--- src/rtl/multicycle_control_fsm.sv ---
// Control sequencer and decode for the multicycle CPU: state machine, opcode latch,
// memory wait-state handshake, HALT state and retired-instruction counter.
module multicycle_control_fsm #(
    parameter int               OPW     = 6,
    parameter int               ALUW    = 4,
    parameter int               CNT_W   = 16,
    parameter logic [ALUW-1:0]  ALU_ADD = {ALUW{1'b0}}
) (
    input  logic             clk,
    input  logic             rst_n,
    input  logic [OPW-1:0]   opcode,
    input  logic             mem_ready,
    output logic [3:0]       state,
    output logic             pc_write,
    output logic             pc_write_cond,
    output logic             mem_get_data,
    output logic             mem_read,
    output logic [1:0]       reg_write_data_sel,
    output logic             ir_write,
    output logic             reg_write,
    output logic             alu_src_a,
    output logic [1:0]       alu_src_b,
    output logic [ALUW-1:0]  alu_op,
    output logic [1:0]       pc_src,
    output logic             halted,
    output logic [CNT_W-1:0] retired
);

    typedef enum logic [3:0] {
        S_FETCH   = 4'd0,
        S_DECODE  = 4'd1,
        S_IMM2    = 4'd2,
        S_ALU_R3  = 4'd3,
        S_ALU_RI3 = 4'd4,
        S_ALU4    = 4'd5,
        S_BR3     = 4'd6,
        S_JUMP3   = 4'd7,
        S_MEM3    = 4'd8,
        S_LOAD4   = 4'd9,
        S_STORE4  = 4'd10,
        S_LOAD5   = 4'd11,
        S_HALT    = 4'd12
    } state_t;

    state_t           state_r;
    logic [OPW-1:0]   op_r;
    logic [CNT_W-1:0] retired_r;

    logic             pc_write_s;
    logic             pc_write_cond_s;
    logic             ir_write_s;
    logic             reg_write_s;
    logic             mem_read_s;

    // Class lives in the top two opcode bits; the control group splits on all-ones and bit 3.
    function automatic state_t dispatch(input logic [OPW-1:0] op);
        state_t nxt;
        case (op[OPW-1:OPW-2])
            2'b00:   nxt = S_ALU_R3;
            2'b01:   nxt = S_ALU_RI3;
            2'b10:   nxt = op[1] ? S_IMM2 : S_MEM3;
            2'b11:   nxt = (&op) ? S_HALT : (op[3] ? S_JUMP3 : S_BR3);
            default: nxt = S_FETCH;
        endcase
        return nxt;
    endfunction

    // State sequencing, opcode latch and retired counter (bumped on each return to FETCH).
    always_ff @(posedge clk) begin
        if (!rst_n) begin
            state_r   <= S_FETCH;
            op_r      <= {OPW{1'b0}};
            retired_r <= {CNT_W{1'b0}};
        end else begin
            case (state_r)
                S_FETCH:   if (mem_ready) state_r <= S_DECODE;
                S_DECODE: begin
                    op_r    <= opcode;
                    state_r <= dispatch(opcode);
                end
                S_ALU_R3,
                S_ALU_RI3: state_r <= S_ALU4;
                S_ALU4, S_IMM2, S_BR3, S_JUMP3, S_LOAD5: begin
                    state_r   <= S_FETCH;
                    retired_r <= retired_r + CNT_W'(1'b1);
                end
                S_MEM3:    state_r <= op_r[0] ? S_STORE4 : S_LOAD4;
                S_LOAD4:   if (mem_ready) state_r <= S_LOAD5;
                S_STORE4: begin
                    if (mem_ready) begin
                        state_r   <= S_FETCH;
                        retired_r <= retired_r + CNT_W'(1'b1);
                    end
                end
                S_HALT:    state_r <= S_HALT;
                default:   state_r <= S_FETCH;
            endcase
        end
    end

    // Moore decode of the datapath controls; unused fields and unused encodes drive 0.
    always_comb begin
        pc_write_s         = 1'b0;
        pc_write_cond_s    = 1'b0;
        mem_get_data       = 1'b0;
        mem_read_s         = 1'b1;
        reg_write_data_sel = 2'd0;
        ir_write_s         = 1'b0;
        reg_write_s        = 1'b0;
        alu_src_a          = 1'b0;
        alu_src_b          = 2'd0;
        alu_op             = {ALUW{1'b0}};
        pc_src             = 2'd0;
        halted             = 1'b0;
        case (state_r)
            S_FETCH: begin
                mem_get_data = 1'b1;
                ir_write_s   = mem_ready;
                pc_write_s   = mem_ready;
                alu_op       = ALU_ADD;
                pc_src       = 2'd2;
            end
            S_DECODE: begin
                alu_src_b = 2'd2;
                alu_op    = ALU_ADD;
            end
            S_ALU_R3: begin
                alu_src_a = 1'b1;
                alu_src_b = 2'd1;
                alu_op    = ALUW'(op_r);
            end
            S_ALU_RI3: begin
                alu_src_a = 1'b1;
                alu_src_b = 2'd3;
                alu_op    = ALUW'(op_r);
            end
            S_ALU4: begin
                reg_write_data_sel = 2'd1;
                reg_write_s        = 1'b1;
            end
            S_IMM2: begin
                reg_write_data_sel = 2'd2;
                reg_write_s        = 1'b1;
            end
            S_BR3: begin
                pc_write_cond_s = 1'b1;
                alu_src_a       = 1'b1;
                alu_src_b       = 2'd1;
                alu_op          = ALUW'({1'b1, op_r[2:0]});
            end
            S_JUMP3: begin
                pc_write_s = 1'b1;
                pc_src     = 2'd1;
            end
            S_MEM3: begin
                alu_src_a = 1'b1;
                alu_src_b = 2'd3;
                alu_op    = ALU_ADD;
            end
            S_LOAD4:  mem_read_s = 1'b1;
            S_STORE4: mem_read_s = 1'b0;
            S_LOAD5: begin
                reg_write_data_sel = 2'd0;
                reg_write_s        = 1'b1;
            end
            S_HALT:   halted = 1'b1;
            default:  mem_read_s = 1'b1;
        endcase
    end

    // Reset overrides every write enable and parks memory in read mode.
    assign pc_write      = rst_n & pc_write_s;
    assign pc_write_cond = rst_n & pc_write_cond_s;
    assign ir_write      = rst_n & ir_write_s;
    assign reg_write     = rst_n & reg_write_s;
    assign mem_read      = ~rst_n | mem_read_s;
    assign state         = state_r;
    assign retired       = retired_r;

endmodule
--- config.mk ---
export PLATFORM = sky130hd
export DESIGN_NAME = multicycle_control_fsm
export DESIGN_NICKNAME = d
export VERILOG_FILES = /design/src/rtl/multicycle_control_fsm.sv
export SDC_FILE = /design/constraint.sdc
export NUM_CORES = 1
export LEC_CHECK = 0
export CAP_MARGIN = 20
export CORE_UTILIZATION = 53
export CTS_BUF_LIST = sky130_fd_sc_hd__clkbuf_4
export DETAILED_ROUTE_END_ITERATION = 7
export GPL_TIMING_DRIVEN = 0
export PLACE_DENSITY = 0.84
export RECOVER_POWER = 25
export SYNTH_ARGS = -nofsm -noshare
export SYNTH_HDL_FRONTEND = slang
export SYNTH_SLANG_ARGS = --single-unit
--- constraint.sdc ---
create_clock -name clk -period 4.13 [get_ports clk]
set_clock_uncertainty 0.1 [all_clocks]
set_input_delay 1.0325 -clock clk [delete_from_list [all_inputs] [get_ports clk]]
set_output_delay 1.0325 -clock clk [all_outputs]
set_load 0.02 [all_outputs]
# Word level (Yosys, flattened, before mapping)
# Index checks and enable logic that the tools add are counted.
[word_totals] ff_bits=24 latchBits=0 ram_bits=0 rom_bits=0 in_bits=9 out_inout_bits=38 word_cells=63 memories=0
[classes] add_sub_neg=1 mul=0 div=0 order_cmp=0 n_eq_ne=18 shift=0 n_mux=23 n_bitwise=6 reduce_logical=12
[op_table] operator="case mux 16 bit (2 select lines)" n=1
[op_table] operator="case mux 4 bit (7 select lines)" n=1
[op_table] operator="== test 4 bit (second input constant)" n=5
[op_table] operator="two-way mux 4 bit" n=5
[op_table] operator="adder 16 x 1 -> 16 bit (second input constant)" n=1
[op_table] operator="== test 4 x 3 -> 1 bit (second input constant)" n=4
[op_table] operator="two-way mux 16 bit" n=1
[op_table] operator="case mux 4 bit (4 select lines)" n=1
[op_table] operator="== test 4 x 2 -> 1 bit (second input constant)" n=2
[op_table] operator="two-way mux 1 bit" n=8
[op_table] operator="case mux 2 bit (2 select lines)" n=2
[op_table] operator="case mux 4 bit (2 select lines)" n=1
[op_table] operator="!= test 2 bit (second input constant)" n=3
[op_table] operator="case mux 2 bit (3 select lines)" n=1
[op_table] operator="AND reduction 6 bit" n=1
[op_table] operator="OR reduction 2 bit" n=3
[op_table] operator="OR reduction 5 bit" n=1
[op_table] operator="bitwise AND 1 bit" n=4
[op_table] operator="== test 2 bit (second input constant)" n=2
[op_table] operator="== test 4 x 1 -> 1 bit (second input constant)" n=1
[op_table] operator="zero test 4 bit" n=1
[op_table] operator="OR reduction 4 bit" n=1
[op_table] operator="AND reduction 3 bit" n=1
[op_table] operator="OR reduction 3 bit" n=1
[op_table] operator="other kinds (8)" n=8

# Longest topological paths before layout
# Gate-level depths: netlist of the first run.
[depth] word_depth=4 mapped_depth=6 ltp_nobuf=5

# Worst setup path after synthesis of the first run
# OpenSTA, ideal clock, no wires.
[synth_timing] path_kind="reg2out" start="register state_r[1] (netlist: state[1])" end="output ir_write" arrival_time_ps=1800 required_time_ps=2998 path_slack_ps=1197 stages_incl_launch_ff=5 path_buffers=2 cell_sequence="dfxtp_1 > buf_2 > clkbuf_1 > nor4_1 > and3_1"
[synth_between] elab_chain_cells=3
[synth_lines] item="start: declaration" line_no="45" rtl="state_t state_r;"
[synth_lines] item="start signal: assignment" line_no="79" rtl="state_r <= dispatch(opcode);"
[synth_lines] item="start signal: assignment" line_no="87" rtl="S_MEM3: state_r <= op_r[0] ? S_STORE4 : S_LOAD4;"
[synth_lines] item="zero test 4 bit" line_no="115" rtl="case (state_r)"
[synth_lines] item="two-way mux 1 bit" line_no="115"
[synth_lines] item="bitwise AND 1 bit" line_no="174" rtl="assign ir_write = rst_n & ir_write_s;"
[synth_lines] item="end: declaration" line_no="19" rtl="output logic ir_write,"
# Every way passes these cells.

# Worst setup path in the final report of the first run
[layout_timing] start="input rst_n" end="output mem_read"
[layout_between] elab_chain_cells=2
[layout_lines] item="start: declaration" line_no="10" rtl="input logic rst_n,"
[layout_lines] item="inverter 1 bit" line_no="176" rtl="assign mem_read = ~rst_n | mem_read_s;"
[layout_lines] item="bitwise OR 1 bit" line_no="176"
[layout_lines] item="end: declaration" line_no="17" rtl="output logic mem_read,"
# Every way passes these cells.

==> out/qor.txt, run 1 <==
Status: finished, final reports clean
Via count: 1,688
FMAX: 254.4 MHz
Startpoint Class: input port
Final Cycle Share: 95.19%
Reg2Reg Setup Slack: 2.22 ns
WHS Endpoint: retired[15]
Synth Warn #: 0
Die ar.: 3409 sq um
CTS tree: yes
PnR worst setup slack: 0.1987 ns
Antenna violations before repair: 0
Yosys top cell by area: dfxtp_1
Total negative slack: 0 ns
Max IR drop VDD: 0.0001673 V
R2R depth: 4
Hold path depth: 2
Final setup violation count: 0
Top cells by area, synth: dfxtp_1, mux2i_1, nand2b_1, a21oi_1, nand2_1
Largest net degree at the start of global routing: 13
Clock-pin slew on the worst setup and hold paths: 0.13 ns
Gr ovfl total: 0
PwrDens: 253.8 nW/um^2
Vias/cell: 5.589
Sw frac: 35.00%
FF-to-FF End: retired[14]
DRC: 0
Sw Pwr: 0.1960 mW
Critical Path Start: rst_n
Post-DP HPWL: 3.038 mm
Core area: 3028 sq um
Die Ht: 58.39 um
RSZ-0062 raised after global routing: no
Synth-to-Final Area Change: 30.88%
Post-Synthesis Cells: 209
Worst slack at placement: -0.1103 ns
Avg Inst Size Synth: 8.064 sq um
Clk_lat worst skew: 0.31 ns
Drt initial violations: 87
Synthesized area: 1685 sq um
Critical path, cell by cell: clkdlybuf4s50_1 -> clkbuf_2 -> clkbuf_2 -> nand3_1 -> clkdlybuf4s50_1
Layout Nets: 270
# rows: 20
Number of port buffers: 46
# IOs: 47
Critical path's slowest cell: clkdlybuf4s50_1
Total of max-cap violations: 0
Max H-tree Level: 1
Worst endpoint required time: 3.00 ns
Vias in the first global route: 1,437
Count of final hold-check violations: 0
CP Max Fanout: 10
Antenna-violating nets left: 0
Critical path class: in2out
Sequential power share: 44.7%
DR pass1 iterations: 6
RePlAce Congestion: 0.8555
Initial core utilization: 55.66%
Hold Crit Class: reg2reg
Peak per-stage delay on the critical path: 0.56 ns
Max Slew Vio Count: 0
Clk buf depth: 2
Slew margin rel.: 62.77%
Total CTS buffers: 3
Hold Path Origin: retired[15]
Syn Nets: 219
R2R Path Start: state[3]
Final WL: 4.194 mm
Static Leakage: 0.7775 nW
Layout cells sized above 1: 9.690%
Power share of the combinational group: 36.4%
Pint: 0.3640 mW
Synth top area share: 28.51%
Leading cell types in the layout, fill and taps excluded: clkdlybuf4s50_1, dfxtp_1, nand2_1
Gr usage total: 25.35%
Arrival @ worst endpoint: 2.80 ns
CP Capture Type: output port
Clk sinks: 24
Yosys cell types: 49
Die Wd: 58.39 um
Power share of the clock group: 18.9%
Tightest Pin Transition: 0.5555 ns
Yosys reg bits: 24
Clock root buffer: clkbuf_4
Commonest non-fill, non-tap cell in the layout: clkdlybuf4s50_1
Post-synthesis sequential area ratio: 28.51%
WL/cell: 13.89 um
Tmin final: 3.931 ns
Inserted Diodes: 0
First-pass GRT wire length: 6.720 mm
[cells in the mapped netlist (all sizes together)]
cell type / instances
a21o: 5
nand2b: 18
or2: 1
o21a: 2
o21bai: 1
and3: 5
ha: 1
nand4: 5
nor3: 5
a221oi: 1
and4: 1
a22oi: 2
a21bo: 1
and4b: 1
o311ai: 1
nor3b: 1
nor4: 2
nand3b: 1
clkbuf: 7
a21boi: 1
a31oi: 3
mux2i: 18
nor2b: 4
a21oi: 18
nand3: 10
o21ai: 7
or3b: 2
mux2: 1
buf: 9
dfxtp: 24
nand2: 23
nand4b: 1
and2: 5
a2111oi: 1
inv: 3
nor2: 12
and2b: 2
a211oi: 4
[timing repair]
item	in CTS	in global routing
endpoints found under the setup margin	1	1
endpoints found under the hold margin	0	0
setup buffers	0	0
pin swaps	0	0
resized for setup	1	2
hold buffers	0	0
[power groups by stage]
stage                     clock network [mW]  logic [mW]  registers [mW]
after global routing                   0.116       0.221           0.252
after global placement                     0       0.202           0.255
after detailed placement                   0       0.205           0.255
after CTS                              0.106       0.205           0.250
final                                  0.106       0.204           0.250
after floorplan                            0       0.125           0.259
[state kept, by name, summed over array words and instances, names as in the netlist]
name	cells
op_r	4
retired	16
state	4
[worst max path at each step]
| stage | slack (ns) | end |
|---|---|---|
| finish | 0.20 | mem_read |
| global route | 0.1 | pc_write |
| CTS | 0.02 | mem_read |
| detailed placement | -0.11 | mem_read |
| global placement | -0.10 | mem_read |
| floorplan | 1.20 | ir_write |
[through the flow]
stage	hold slack, ns	util [%]	power [mW]	cell area (sq um)	cells
2_1_floorplan	0.3515	-	0.3841	1685	209
3_3_place_gp	0.3668	72.69	0.4571	2201	299
3_5_place_dp	0.3687	72.69	0.4600	2201	299
4_1_cts	0.3868	73.47	0.5612	2225	302
5_1_grt	0.4168	72.85	0.5894	2206	302
6_report	0.3824	72.85	0.5600	2206	302
[layout make-up]
class                      count  area, sq um
multi-input combinational    166         1096
fill                         264        822.0
sequential                    24        480.5
timing repair buffer          46        460.4
buffer                        16        80.08
tap                           44        55.05
clock buffer                   3        22.52
inverter                       3        11.26
[metal layers]
metal  part of all wire, %  global-route usage [%]  wire (um)  vias up
met1                    50                   37.24       2104      789
met5                     0                       0          0        -
met4                  0.69                   5.442         29        0
li1                      -                       -          -      848
met3                   3.5                   2.637        148        4
met2                    46                   40.23       1911       47
[logic make-up after synthesis]
group	synth area share (%)
simple gates	34.15
flops	28.51
compound gates	19.97
mux	11.36
buf+inv	5.271
fa+ha+maj	0.7423
[critical path: cells and delay by family]
kind / cells / cell delay, ns
buffers and inverters: 4 / 1.66
AND/OR/NAND/NOR: 1 / 0.10
Note: power is estimated with default switching activity, not from simulation.
==> inputs of run 2 (changes only) <==
Settings changed: PLACE_DENSITY 0.84 to 0.87.
==> run 2 against run 1 <==
  * Routed wire length is 0.31% higher
  * Worst setup slack worse by 0.022 ns
  * Clock-buffer cell count stayed put
  * Design area is 0.45% lower
  * Largest cell class unchanged
  * Core utilization is 0.33 points lower
  * Critical path depth stayed put
  * Cell count is 0.33% higher
  * Critical path type unchanged
==> out/qor.txt, run 2 (synthesized netlist as in run 1, its figures left out) <==
R2R Path Start: retired[2]
Largest net degree at the start of global routing: 14
RePlAce Congestion: 0.8955
Filler cells: 242
Gr ovfl total: 0
DRC: 0
Core area: 3028 sq um
R2R depth: 4
Largest register FFs: 16
Vias/cell: 5.597
CP Max Fanout: 10
Gr usage total: 25.31%
CP Capture Type: output port
Number of port buffers: 46
Inserted Diodes: 0
Max Slew Vio Count: 0
Count of final hold-check violations: 0
Critical Path Start: rst_n
Clk buf depth: 2
Post-cts hold buffer count: 0
Drt initial violations: 77
Reg2Reg Setup Slack: 2.27 ns
Hold Worst Slack: 0.3880 ns
Sequential power share: 44.5%
Sw frac: 35.12%
Via count: 1,696
Initial core utilization: 55.66%
Max IR drop VDD: 0.0002222 V
Leading cell types in the layout, fill and taps excluded: clkdlybuf4s50_1, dfxtp_1, nand2_1
CTS tree: yes
Commonest non-fill, non-tap cell in the layout: clkdlybuf4s50_1
Final Cycle Share: 95.73%
Sw Pwr: 0.1980 mW
Arrival @ worst endpoint: 2.82 ns
Tmin final: 3.954 ns
Synth-to-Final Area Change: 30.29%
Pint: 0.3658 mW
Vias in the first global route: 1,455
Post-DP HPWL: 3.025 mm
Die Ht: 58.39 um
PwrDens: 256.7 nW/um^2
Clk_lat worst skew: 0.31 ns
First-pass GRT wire length: 6.768 mm
Post-route insts no fill: 303
FF-to-FF End: retired[15]
# rows: 20
Worst endpoint required time: 3.00 ns
Layout Nets: 270
Layout cells sized above 1: 10.04%
Total of max-cap violations: 0
Total CTS buffers: 3
Max H-tree Level: 1
Clock-pin slew on the worst setup and hold paths: 0.13 ns
Die Wd: 58.39 um
Power share of the combinational group: 36.7%
Clk sinks: 24
DR pass1 iterations: 4
WL/cell: 13.88 um
Clock root buffer: clkbuf_4
Final WL: 4.207 mm
# IOs: 47
Startpoint Class: input port
CP endpoint: pc_write
RSZ-0062 raised after global routing: no
Die ar.: 3409 sq um
Status: finished, final reports clean
Final setup violation count: 0
Total negative slack: 0 ns
Slew margin rel.: 58.45%
FMAX: 252.9 MHz
Antenna-violating nets left: 0
Cells after DPL: 299
Critical path class: in2out
Tot Pwr: 0.5638 mW
Hold Crit Class: reg2reg
Final core occ: 72.52%
Antenna violations before repair: 0
Static Leakage: 0.7772 nW
Power share of the clock group: 18.9%
Tightest Pin Transition: 0.6076 ns
run 2: changes by cell type in the layout (fill, tap and decap cells not counted):
cell	delta
nand3_2	+1
a2111oi_0	+1
a2111oi_4	-1
or2_2	+1
clkdlybuf4s50_1	+1
dlygate4sd3_1	-1
nand3_1	-1
clkinv_1	+1
or2_0	-1
run 2: power groups by stage:
stage	registers (mW)	clock network (mW)	logic, mW
6_report	0.251	0.106	0.207
5_1_grt	0.252	0.124	0.223
4_1_cts	0.250	0.112	0.206
3_5_place_dp	0.255	0	0.205
3_3_place_gp	0.255	0	0.202
2_1_floorplan	0.259	0	0.125
run 2: metrics by stage:
| step | setup slack (ns) | area [sq um] |
|---|---|---|
| floorplan | 1.197 | 1685 |
| global placement | -0.08246 | 2201 |
| detailed placement | -0.09425 | 2201 |
| CTS | 0.04203 | 2228 |
| global route | 0.08564 | 2196 |
| finish | 0.1762 | 2196 |
run 2: critical path, cell delays in order:
cell             delay [ns]
clkdlybuf4s50_1        0.58
inv_1                  0.08
clkbuf_1               0.26
nor3_1                 0.23
clkdlybuf4s50_1        0.63
run 2: layer usage:
layer	up-vias	GRT usage [%]	wire, um	share of wire (%)
met3	2	4.835	238	5.7
met1	796	37.84	1942	46
li1	840	-	-	-
met2	58	38.59	2002	48
met5	-	0	0	0
met4	0	3.741	25	0.59
run 2: layout make-up:
class	count	area (sq um)	share of cell area [%]
clock buffers	3	22.52	1.026
multi-input cells	166	1082	49.29
repair buffers	46	460.4	20.97
clock inverters	1	3.754	0.1709
plain buffers	16	80.08	3.647
flip-flops and latches	24	480.5	21.88
inverters	3	11.26	0.5128
well taps	44	55.05	2.507
run 2: how the worst min path moves through the flow:
| stage | startpoint | to | slack [ns] | cells after the start |
|---|---|---|---|---|
| floorplan | op_r[1] | op_r[1] | 0.35 | 2 |
| global placement | op_r[2] | op_r[2] | 0.37 | 2 |
| detailed placement | retired[15] | retired[15] | 0.37 | 2 |
| CTS | retired[15] | retired[15] | 0.39 | 2 |
| global route | retired[5] | retired[5] | 0.42 | 2 |
| finish | retired[15] | retired[15] | 0.39 | 2 |
run 2: timing repair:
item / 4_1_cts / 5_1_grt
gates resized for setup: 1 / 2
pin swaps: 0 / 0
setup buffers: 0 / 0
setup endpoints to repair: 1 / 1
